### src/rtl/cic_os_ctrl.sv
// CIC oversampling-ratio sequencer: flush, warm-up, then gated comb output.
// Optional saturation monitor enabled by defining CIC_SAT_MON_EN.
module cic_os_ctrl #(
   parameter int ODW        = 16,
   parameter int FLUSH_CYC  = 4,
   parameter int WARMUP_SMP = 3,
   parameter int CNTW       = 8
) (
   input  logic           clk_div,
   input  logic           reset_n,
   input  logic           cfg_req,
   input  logic [2:0]     cfg_os_sel,
   output logic           cfg_ack,
   output logic           cfg_err,
   output logic           busy,
   output logic [2:0]     os_sel,
   output logic           int_clr,
   input  logic [ODW-1:0] comb_data,
   output logic [ODW-1:0] data_out,
   output logic           data_valid,
   output logic [15:0]    sat_cnt
);

   typedef enum logic [1:0] {IDLE, FLUSH, WARMUP, RUN} state_t;

   localparam logic [CNTW-1:0] FL_LD = CNTW'(FLUSH_CYC - 1);
   localparam logic [CNTW-1:0] WU_LD = CNTW'(WARMUP_SMP - 1);

   state_t          state, state_nx;
   logic [2:0]      target, target_nx;
   logic [CNTW-1:0] cnt, cnt_nx;
   logic            ack_nx;
   logic            req_ok;

   assign req_ok = cfg_req && (cfg_os_sel != 3'b111);

   always_comb begin
      state_nx  = state;
      target_nx = target;
      cnt_nx    = cnt;
      ack_nx    = 1'b0;
      unique case (state)
         IDLE: begin
            if (req_ok) begin
               if (cfg_os_sel == 3'b000) begin
                  ack_nx = 1'b1;
               end else begin
                  target_nx = cfg_os_sel;
                  state_nx  = FLUSH;
                  cnt_nx    = FL_LD;
               end
            end
         end
         FLUSH, WARMUP: begin
            if (req_ok) begin
               target_nx = cfg_os_sel;
               if (cfg_os_sel == 3'b000) begin
                  state_nx = IDLE;
                  ack_nx   = 1'b1;
               end else begin
                  state_nx = FLUSH;
                  cnt_nx   = FL_LD;
               end
            end else if (cnt != '0) begin
               cnt_nx = cnt - CNTW'(1);
            end else if (state == FLUSH) begin
               state_nx = WARMUP;
               cnt_nx   = WU_LD;
            end else begin
               state_nx = RUN;
               ack_nx   = 1'b1;
            end
         end
         RUN: begin
            if (req_ok) begin
               if (cfg_os_sel == 3'b000) begin
                  state_nx  = IDLE;
                  target_nx = 3'b000;
                  ack_nx    = 1'b1;
               end else if (cfg_os_sel == target) begin
                  ack_nx = 1'b1;
               end else begin
                  target_nx = cfg_os_sel;
                  state_nx  = FLUSH;
                  cnt_nx    = FL_LD;
               end
            end
         end
         default: state_nx = IDLE;
      endcase
   end

   // Outputs are registered from the next state so they align with it.
   always_ff @(posedge clk_div or negedge reset_n) begin
      if (!reset_n) begin
         state      <= IDLE;
         target     <= 3'b000;
         cnt        <= '0;
         os_sel     <= 3'b000;
         int_clr    <= 1'b0;
         busy       <= 1'b0;
         cfg_ack    <= 1'b0;
         cfg_err    <= 1'b0;
         data_out   <= '0;
         data_valid <= 1'b0;
      end else begin
         state      <= state_nx;
         target     <= target_nx;
         cnt        <= cnt_nx;
         os_sel     <= (state_nx == WARMUP || state_nx == RUN) ?
                       target_nx : 3'b000;
         int_clr    <= (state_nx == FLUSH);
         busy       <= (state_nx == FLUSH || state_nx == WARMUP);
         cfg_ack    <= ack_nx;
         cfg_err    <= cfg_req && (cfg_os_sel == 3'b111);
         data_out   <= (state_nx == RUN) ? comb_data : '0;
         data_valid <= (state_nx == RUN);
      end
   end

`ifdef CIC_SAT_MON_EN
   localparam logic [ODW-1:0] POS_FS = {1'b0, {(ODW-1){1'b1}}};
   localparam logic [ODW-1:0] NEG_FS = {1'b1, {(ODW-1){1'b0}}};

   logic [15:0] sat_q;
   logic        at_fs;

   assign at_fs = (comb_data == POS_FS) || (comb_data == NEG_FS);

   always_ff @(posedge clk_div or negedge reset_n) begin
      if (!reset_n) begin
         sat_q <= '0;
      end else if (state_nx == FLUSH) begin
         sat_q <= '0;
      end else if (state == RUN && at_fs && sat_q != 16'hFFFF) begin
         sat_q <= sat_q + 16'd1;
      end
   end

   assign sat_cnt = sat_q;
`else
   assign sat_cnt = 16'h0000;
`endif

endmodule

### config.mk
export PLATFORM = sky130hd
export DESIGN_NAME = cic_os_ctrl
export DESIGN_NICKNAME = d
export VERILOG_FILES = /design/src/rtl/cic_os_ctrl.sv
export SDC_FILE = /design/constraint.sdc
export NUM_CORES = 1
export LEC_CHECK = 0
export ABC_AREA = 1
export ABC_CLOCK_PERIOD_IN_PS = 4230
export CAP_MARGIN = 15
export CORE_MARGIN = 1.5
export CORE_UTILIZATION = 35
export DETAILED_ROUTE_END_ITERATION = 10
export RECOVER_POWER = 100
export SKIP_LAST_GASP = 1
export SLEW_MARGIN = 10
export SYNTH_ARGS = -nofsm -noshare
export SYNTH_HDL_FRONTEND = slang
export SYNTH_SLANG_ARGS = --single-unit
### constraint.sdc
create_clock -name clk_div -period 4.23 [get_ports clk_div]
set_input_delay 0.6345 -clock clk_div [delete_from_list [all_inputs] [get_ports clk_div]]
set_output_delay 0.6345 -clock clk_div [all_outputs]
set_load 0.02 [all_outputs]
Yosys cells after proc, flatten, opt, wreduce, memory -nomap -nowiden
Index checks and enable logic that the tools add are counted.
Cells by class
  equality and inequality tests: 14
  add/subtract/negate cells: 1
  muxes and demuxes: 37
  reductions and logical operators: 9
Operators by type and width (count)
  $mux 8: 8
  $pmux 8 s3: 1
  $mux 3: 7
  $mux 16: 1
  $mux 2: 7
  $mux 1: 10
  $pmux 3 s3: 1
  $eq 2x2->1 const B: 4
  $ne 2x2->1 const B: 4
  $reduce_bool 8->1: 1
  $sub 8x1->8 const B: 1
  $pmux 2 s3: 1
  $reduce_and 5->1: 1
  $eq 2x1->1 const B: 2
  $ne 4x4->1 const B: 1
  $eq 3x3->1: 1
  $eq 3x3->1 const B: 1
  $logic_not 3->1: 1
  $ne 3x3->1 const B: 1
  $pmux 1 s3: 1
  $logic_and 1x1->1: 2
  $logic_not 2->1: 1
  $logic_or 1x1->1: 2
  $reduce_or 2->1: 1
Word-level totals
  bits in registers: 37
  input bits: 22

Logic depth before layout (Yosys ltp)
  word-level depth: 8
  gate-level depth with buffers: 15

Worst setup path after synthesis
OpenSTA, ideal clock, no wires.
  path type: input-to-reg
  from: in cfg_os_sel[1]
  to: reg data_out[10]
  cell stages on the path: 13
  path slack: 1.980 ns
  data required time: 4.167 ns
  path buffers: 3
  setup time: 0.063 ns
  data arrival time: 2.186 ns
  cell sequence: nand3_2 nand2_4 buf_4 nand3_1 nand3_1 nand2_1 inv_1 a21oi_1 ha_1 clkbuf_1 clkbuf_1 nand2_1 inv_1
On the way
  cells in the longest elaborated chain, start to end: 7
RTL lines
  start: declaration: line 12  | input logic [2:0] cfg_os_sel,
  $eq 3x3->1: line 80  | end else if (cfg_os_sel == target) begin
  $mux 2: line 80
  $mux 2: line 76  | if (cfg_os_sel == 3'b000) begin
  $mux 2: line 75  | if (req_ok) begin
  $pmux 2 s3 (*): line 42  | unique case (state)
  net state_nx[0]: line 29  | state_t state, state_nx;
  $eq 2x2->1 (*): line 116  | data_out <= (state_nx == RUN) ? comb_data : '0;
  $mux 16 (*): line 116
  end signal: assignment: line 116
  end: declaration: line 19  | output logic [ODW-1:0] data_out,
The timed path passes the listed nets; every way through them passes the cells marked *.
A chain may end at the register's enable or synchronous reset.

Final worst setup path
  from: in cfg_os_sel[2]
  to: reg data_out[7]
The elaborated chain is that of the path after synthesis.

==> results.txt <==
Status = finished with violations
Failing checks = capacitance limit, slew limit
Post-route cell area = 0.00264 sq mm
Reg clk slew, reported paths = 0.07 ns
FF+latch count, synth = 37
Post-synth cell types = 26
WL final = 4370 microns
Unrepaired setup endpoints after global routing = no
Reg-to-reg critical path startpoint = state[1]
Vias in the first global route = 1,673
Post-synth ARST share = 100%
Final net count = 347
Area growth from synthesis to layout = 25.3%
Clock sink total = 37
Initial Utilization = 36.0%
Tightest Hold Check Type = reg2reg
Antenna violations before repair = 0
Net Sw Frac = 45.9%
Syn Inst Count = 270
Congestion Overflow GR = 0
GP Congestion = 0.870
Final std cells w/o fill = 392
Die H = 80.6 microns
Largest net degree at the start of global routing = 38
Hold Fails Final Rpt = 0
Setup ws final = 1.18 ns
Worst Clk Skew = 0.00846 ns
Seq/Total Area, Yosys = 43.9%
Post-route ant nets = 0
Top-count cell post-synth = nand2_1
Worst vdd ir = 325 uV
Ys flop type = dfrtp_1
Psw = 900 uW
Clock power frac = 16.1%
Number of remaining DRC errors = 0
Htree depth = 2
Worst setup path start = cfg_os_sel[2]
Worst r2r path cells = 11
Fmax = 328 MHz
Share of layout cells above drive strength 1 = 6.62%
Max-cap viol count = 1
Global-route wire length before repair = 7380 microns
Power Density = 742 mW/mm^2
Cell row count = 28
Mapped Avg Cell Area = 7.81 sq um
Leak pwr = 1.46 nW
Sequential power share = 30.3%
Min Tclk post-route = 3.05 ns
CP Max Fanout = 16
Synth area leader = dfrtp_1
WS Path Type = in2reg
Root Buffer = clkbuf_8
List of most frequent post-synthesis cells = nand2_1, inv_1, dfrtp_1
Port Buffers = 45
Final Slew Violations = 38
Final setup fails = 0
Final TNS setup = 0 ns
CP startpoint kind = input pin
GRT Overall Usage = 15.1%
Core area = 0.00585 sq mm
Worst setup EP type = register
Drt pass-1 iters = 4
Synth warn = 0
Int Power = 1.06 mW
CTS resizes = 0
Vias = 1,764
Post-synth top area share = 43.9%
Die footprint = 0.00650 sq mm
Fin crit share = 72.2%
Synth top area cells = dfrtp_1, nand2_1, inv_1, buf_4, ha_1
Reg2reg setup slack = 1.78 ns
Slew HR = -30.6%
Skew-Pair Late Insertion Delay = 0.30 ns
Setup crit end = data_out[7]
Avg WL per Cell = 11.2 microns
Cts bufs inserted = 5
DP Area = 0.00255 sq mm
CP arrival = 3.29 ns
Largest buffer count on any clock path = 2
Pre-CTS WS = 1.25 ns
Overall die width = 80.6 microns
Post-CTS Setup Bufs = 0
Via density = 4.50
Mapped cell area = 0.00211 sq mm
Finished Core Util = 45.1%
CTS Hold Bufs = 0
HPWL after DPL = 3200 microns
Antenna diodes = 0
Worst-Margin Slew = 1.96 ns
Post-synth EDFFs = 0
Cell total after placement = 384
Combinational fraction of design power = 53.6%
Req. time, crit path = 4.46 ns
R2R Path End = data_out[7]
Drt initial violations = 78
I/O pin total = 62
CTS tree = done
## sequential cells by signal (all words and copies together) (netlist names), 2 cells and up
register,cells
os_sel,3
target,3
cnt,8
data_out,16
state,2
## cell type report
cell class              instances  area [sq um]
clock buffers                   5          68.8
clock inverters                 3          46.3
fillers                       584          3210
inverters                      44           165
multi-input cells             183           897
flip-flops and latches         37           926
well taps                      75          93.8
repair buffers                 45           444
## cell families after synthesis
family | synth area share [%]
adders and majority gates | 5.34
and+or+nand+nor | 27.4
buffers and inverters | 15.0
DFF | 43.9
other | 0.178
xor gates and xnor gates | 0.416
AOI/OAI and AO/OA | 7.71
## per-layer routing
layer | GRT usage (%) | routed length [microns] | vias up
met5 | 0 | 0 | -
met2 | 23.4 | 1970 | 54
li1 | - | - | 890
met3 | 6.59 | 380 | 7
met4 | 5.69 | 61 | 0
met1 | 18.3 | 1960 | 813
## power groups by stage
stage	Combinational (mW)	Sequential (mW)	Clock [mW]
floorplan	0.659	0.704	0
finish	1.05	0.595	0.316
global route	1.19	0.616	0.342
CTS	1.11	0.602	0.325
detailed placement	1.10	0.608	0
global placement	1.10	0.604	0
## worst min-delay path by stage
stage	start	end	slack, ns	cells past startpoint
floorplan	reset_n	busy	0.34	0
global placement	cnt[7]	cnt[7]	0.56	2
detailed placement	cnt[7]	cnt[7]	0.56	2
CTS	reset_n	cnt[2]	0.46	1
global route	cnt[7]	cnt[7]	0.62	2
finish	cnt[7]	cnt[7]	0.58	2
## cells in the final DEF (no fill, tap or decap), types with 2 or more instances in the layout
| master | netlist | layout |
|---|---|---|
| a21oi_1 | 5 | 5 |
| clkbuf_8 | 0 | 5 |
| clkdlybuf4s50_1 | 0 | 19 |
| conb_1 | 1 | 16 |
| dfrtp_1 | 37 | 37 |
| dlygate4sd3_1 | 0 | 25 |
| ha_1 | 9 | 9 |
| inv_1 | 38 | 41 |
| inv_2 | 6 | 3 |
| nand2_1 | 66 | 69 |
| nand3_1 | 18 | 20 |
| nand4_1 | 5 | 5 |
| nor2_1 | 21 | 22 |
| nor2_2 | 6 | 5 |
| nor2_4 | 2 | 2 |
| nor3_1 | 2 | 2 |
| o21ai_0 | 11 | 15 |
| o21ai_1 | 11 | 7 |
## worst max-delay path, cell delays in order
cell	delay, ns
dlygate4sd3_1	0.61
nand3_1	0.13
nand2_1	0.35
inv_1	0.23
nor2_1	0.10
nand2_1	0.06
nand3_1	0.06
nand2_1	0.06
inv_1	0.04
a21oi_1	0.29
ha_1	0.55
nand2_1	0.10
inv_1	0.06
## through the flow
step	total power, mW	hold WS (ns)
2_1_floorplan	1.36	0.339
3_3_place_gp	1.70	0.557
3_5_place_dp	1.71	0.556
4_1_cts	2.04	0.464
5_1_grt	2.15	0.621
6_report	1.96	0.577
Power figures use the tool's default switching activity.
==> patch, RTL diff (same flow settings) <==
The 4 states of `state_t` get a one-hot encoding in 4 bits.
--- a/src/rtl/cic_os_ctrl.sv
+++ b/src/rtl/cic_os_ctrl.sv
@@ -22,5 +22,5 @@
 );
 
-   typedef enum logic [1:0] {IDLE, FLUSH, WARMUP, RUN} state_t;
+   typedef enum logic [3:0] {IDLE = 4'b0001, FLUSH = 4'b0010, WARMUP = 4'b0100, RUN = 4'b1000} state_t;
 
    localparam logic [CNTW-1:0] FL_LD = CNTW'(FLUSH_CYC - 1);
Behaviour: no difference found for any inputs over 10 cycles, from zero or initial values and one cycle with reset_n low; not proved beyond that.
==> patch against the unedited design <==
- the run still ends with max-capacitance violations, max-slew violations left
- sequential cell count up 2
- worst setup slack better by 20 ps
- routed wire length rose by 6.8%
- area after synthesis is 9.1% higher
- global-route usage shrank 0.77 points
- cell area up 5.3%
- synthesized cell count rose by 9.3%
- first-iteration DRC count up 28%
- largest cell class is now multi-input combinational cells
Power is not compared: it rests on default switching activity, and its combinational part moved more than twofold at a synthesized area within 25%.
==> patch: results (changes against the unedited design) <==
----------------------------------------------------
[Power and ir drop]
  Standby leakage power ... 1.62 nW

[Place]
  Final GP Congestion ... 0.834 (-4.2%)
  HPWL Detailed ... 3320 um (+3.8%)
  Pre-CTS setup slack ... 1510 ps (+261 ps)

[Route]
  Met3 Routed Length ... 318 um (-16%)
  DR WL met2 ... 2040 um (+3.4%)
  Initial detailed-routing violation count ... 100 (+28%)
  Total via count after detailed routing ... 1,874 (+6.2%)
  Met1 Wirelength ... 2230 um (+14%)

[STA]
  Slew headroom ... -41.9% (-11 points)
  Hold Worst Slack ... 530 ps (-47.1 ps)
  Worst clock skew ... 9.83 ps (+1.36 ps)
  Count of pins over their slew limit ... 40 (+5.3%)

[Outcome]
  Violated checks ... max-capacitance violations, max-slew violations
  Result of the run ... finished with violations

[Synth]
  Main area contributors after synthesis ... dfrtp_1, nand2_1, inv_1
  Most common library cells after synthesis ... nand2_1, inv_1, dfrtp_1
  Unique masters post-synth ... 33 (+27%)
  Register area share after synthesis ... 42.5% (-1.4 points)

[Clock network]
  Clock-pin slew on the worst setup and hold paths ... 90 ps (+20 ps)

[GRT]
  Met2 Resource Use GR ... 21.2% (-2.2 points)
  First-pass GRT wire length ... 8070 um (+9.3%)
  Pin count of the biggest net entering global routing ... 40 (+5.3%)
  M3 GR Usage ... 4.55% (-2.0 points)
  Met1 Track Usage GR ... 19.3% (+0.98 points)
  Number of global-route vias before repair ... 1,694 (+1.3%)

[Worst setup path]
  Data arrival at the endpoint of the critical path ... 3190 ps (-100 ps)
  Reg2Reg Setup Slack ... 1660 ps (-120 ps)
  Worst reg2reg endpoint ... os_sel[2]$_DFF_PN0_
  Worst-path maximum fanout ... 15 (-1)
  Launch point of the worst reg-to-reg path ... state[0]$_DFF_PN1_
  Worst reg2reg path depth ... 9 (-2)

[Layout]
  # fillers ... 656 (+12%)
  Layout cell share with drive strength beyond 1 ... 9.09% (+2.5 points)
  Biggest regs ... data_out (16), cnt (8), state (4)

[Min path]
  Beginning of the worst hold path ... cnt[0]$_DFFE_PN0P_
  Worst min-delay path endpoint ... cnt[0]$_DFFE_PN0P_

[Job]
  Number of maximum-capacitance constraint violations ... 1 (unchanged)

----------------------------------------------------
## patch: cell count changes after synthesis, moves of 4 or more
cell and change:
ha_1 -8, nand2_1 +7, nand2_2 +9, nand3_1 +7, nor2_1 +9, o21ai_1 -10
xor2_1 +4
## patch: how the worst max path moves through the flow
stage	start	endpoint	slack [ps]	cells after the start
2_1_floorplan	cnt[0]$_DFFE_PN0P_	cnt[6]$_DFFE_PN0P_	2640	10
3_3_place_gp	cfg_os_sel[1]	cnt[4]$_DFFE_PN0P_	1600	10
3_5_place_dp	cfg_os_sel[1]	cnt[2]$_DFFE_PN0P_	1510	10
4_1_cts	cfg_os_sel[1]	cnt[2]$_DFFE_PN0P_	1790	10
5_1_grt	cfg_os_sel[1]	os_sel[2]$_DFF_PN0_	880	9
6_report	cfg_os_sel[1]	cnt[4]$_DFFE_PN0P_	1200	9
## patch: layout make-up
cell class              count  share of cell area [%]
repair buffers             45                    16.0
multi-input cells         204                    35.3
inverters                  45                    6.07
clock buffers               5                    2.47
well taps                  77                    3.46
flip-flops and latches     39                    35.1
clock inverters             3                    1.57
## patch: cell families (layout without fill, tap and decap cells)
family          Yosys count  count (layout)  share of synthesized area (%)
buf+inv                  67              98                           15.2
other cells               1              16                          0.163
compound gates           23              23                           5.98
flops                    39              39                           42.5
fa+ha+maj                 1               1                          0.544
simple gates            158             158                           33.4
xor+xnor                  6               6                           2.28
## patch: through the flow
step                instance area (um^2)  power [mW]  std cells
finish                              2780        1.16        418
global route                        2780        1.25        418
CTS                                 2830        1.19        418
detailed placement                  2720       0.866        410
global placement                    2720       0.865        410
floorplan                           2360       0.774        310
## patch: critical path, stage by stage
cell	delay (ps)
dlygate4sd3_1	620
nand3_1	130
nand2_1	250
inv_1	450
nand2_1	180
nand2_1	160
nand3_2	80
nor2_1	520
o21ai_0	160
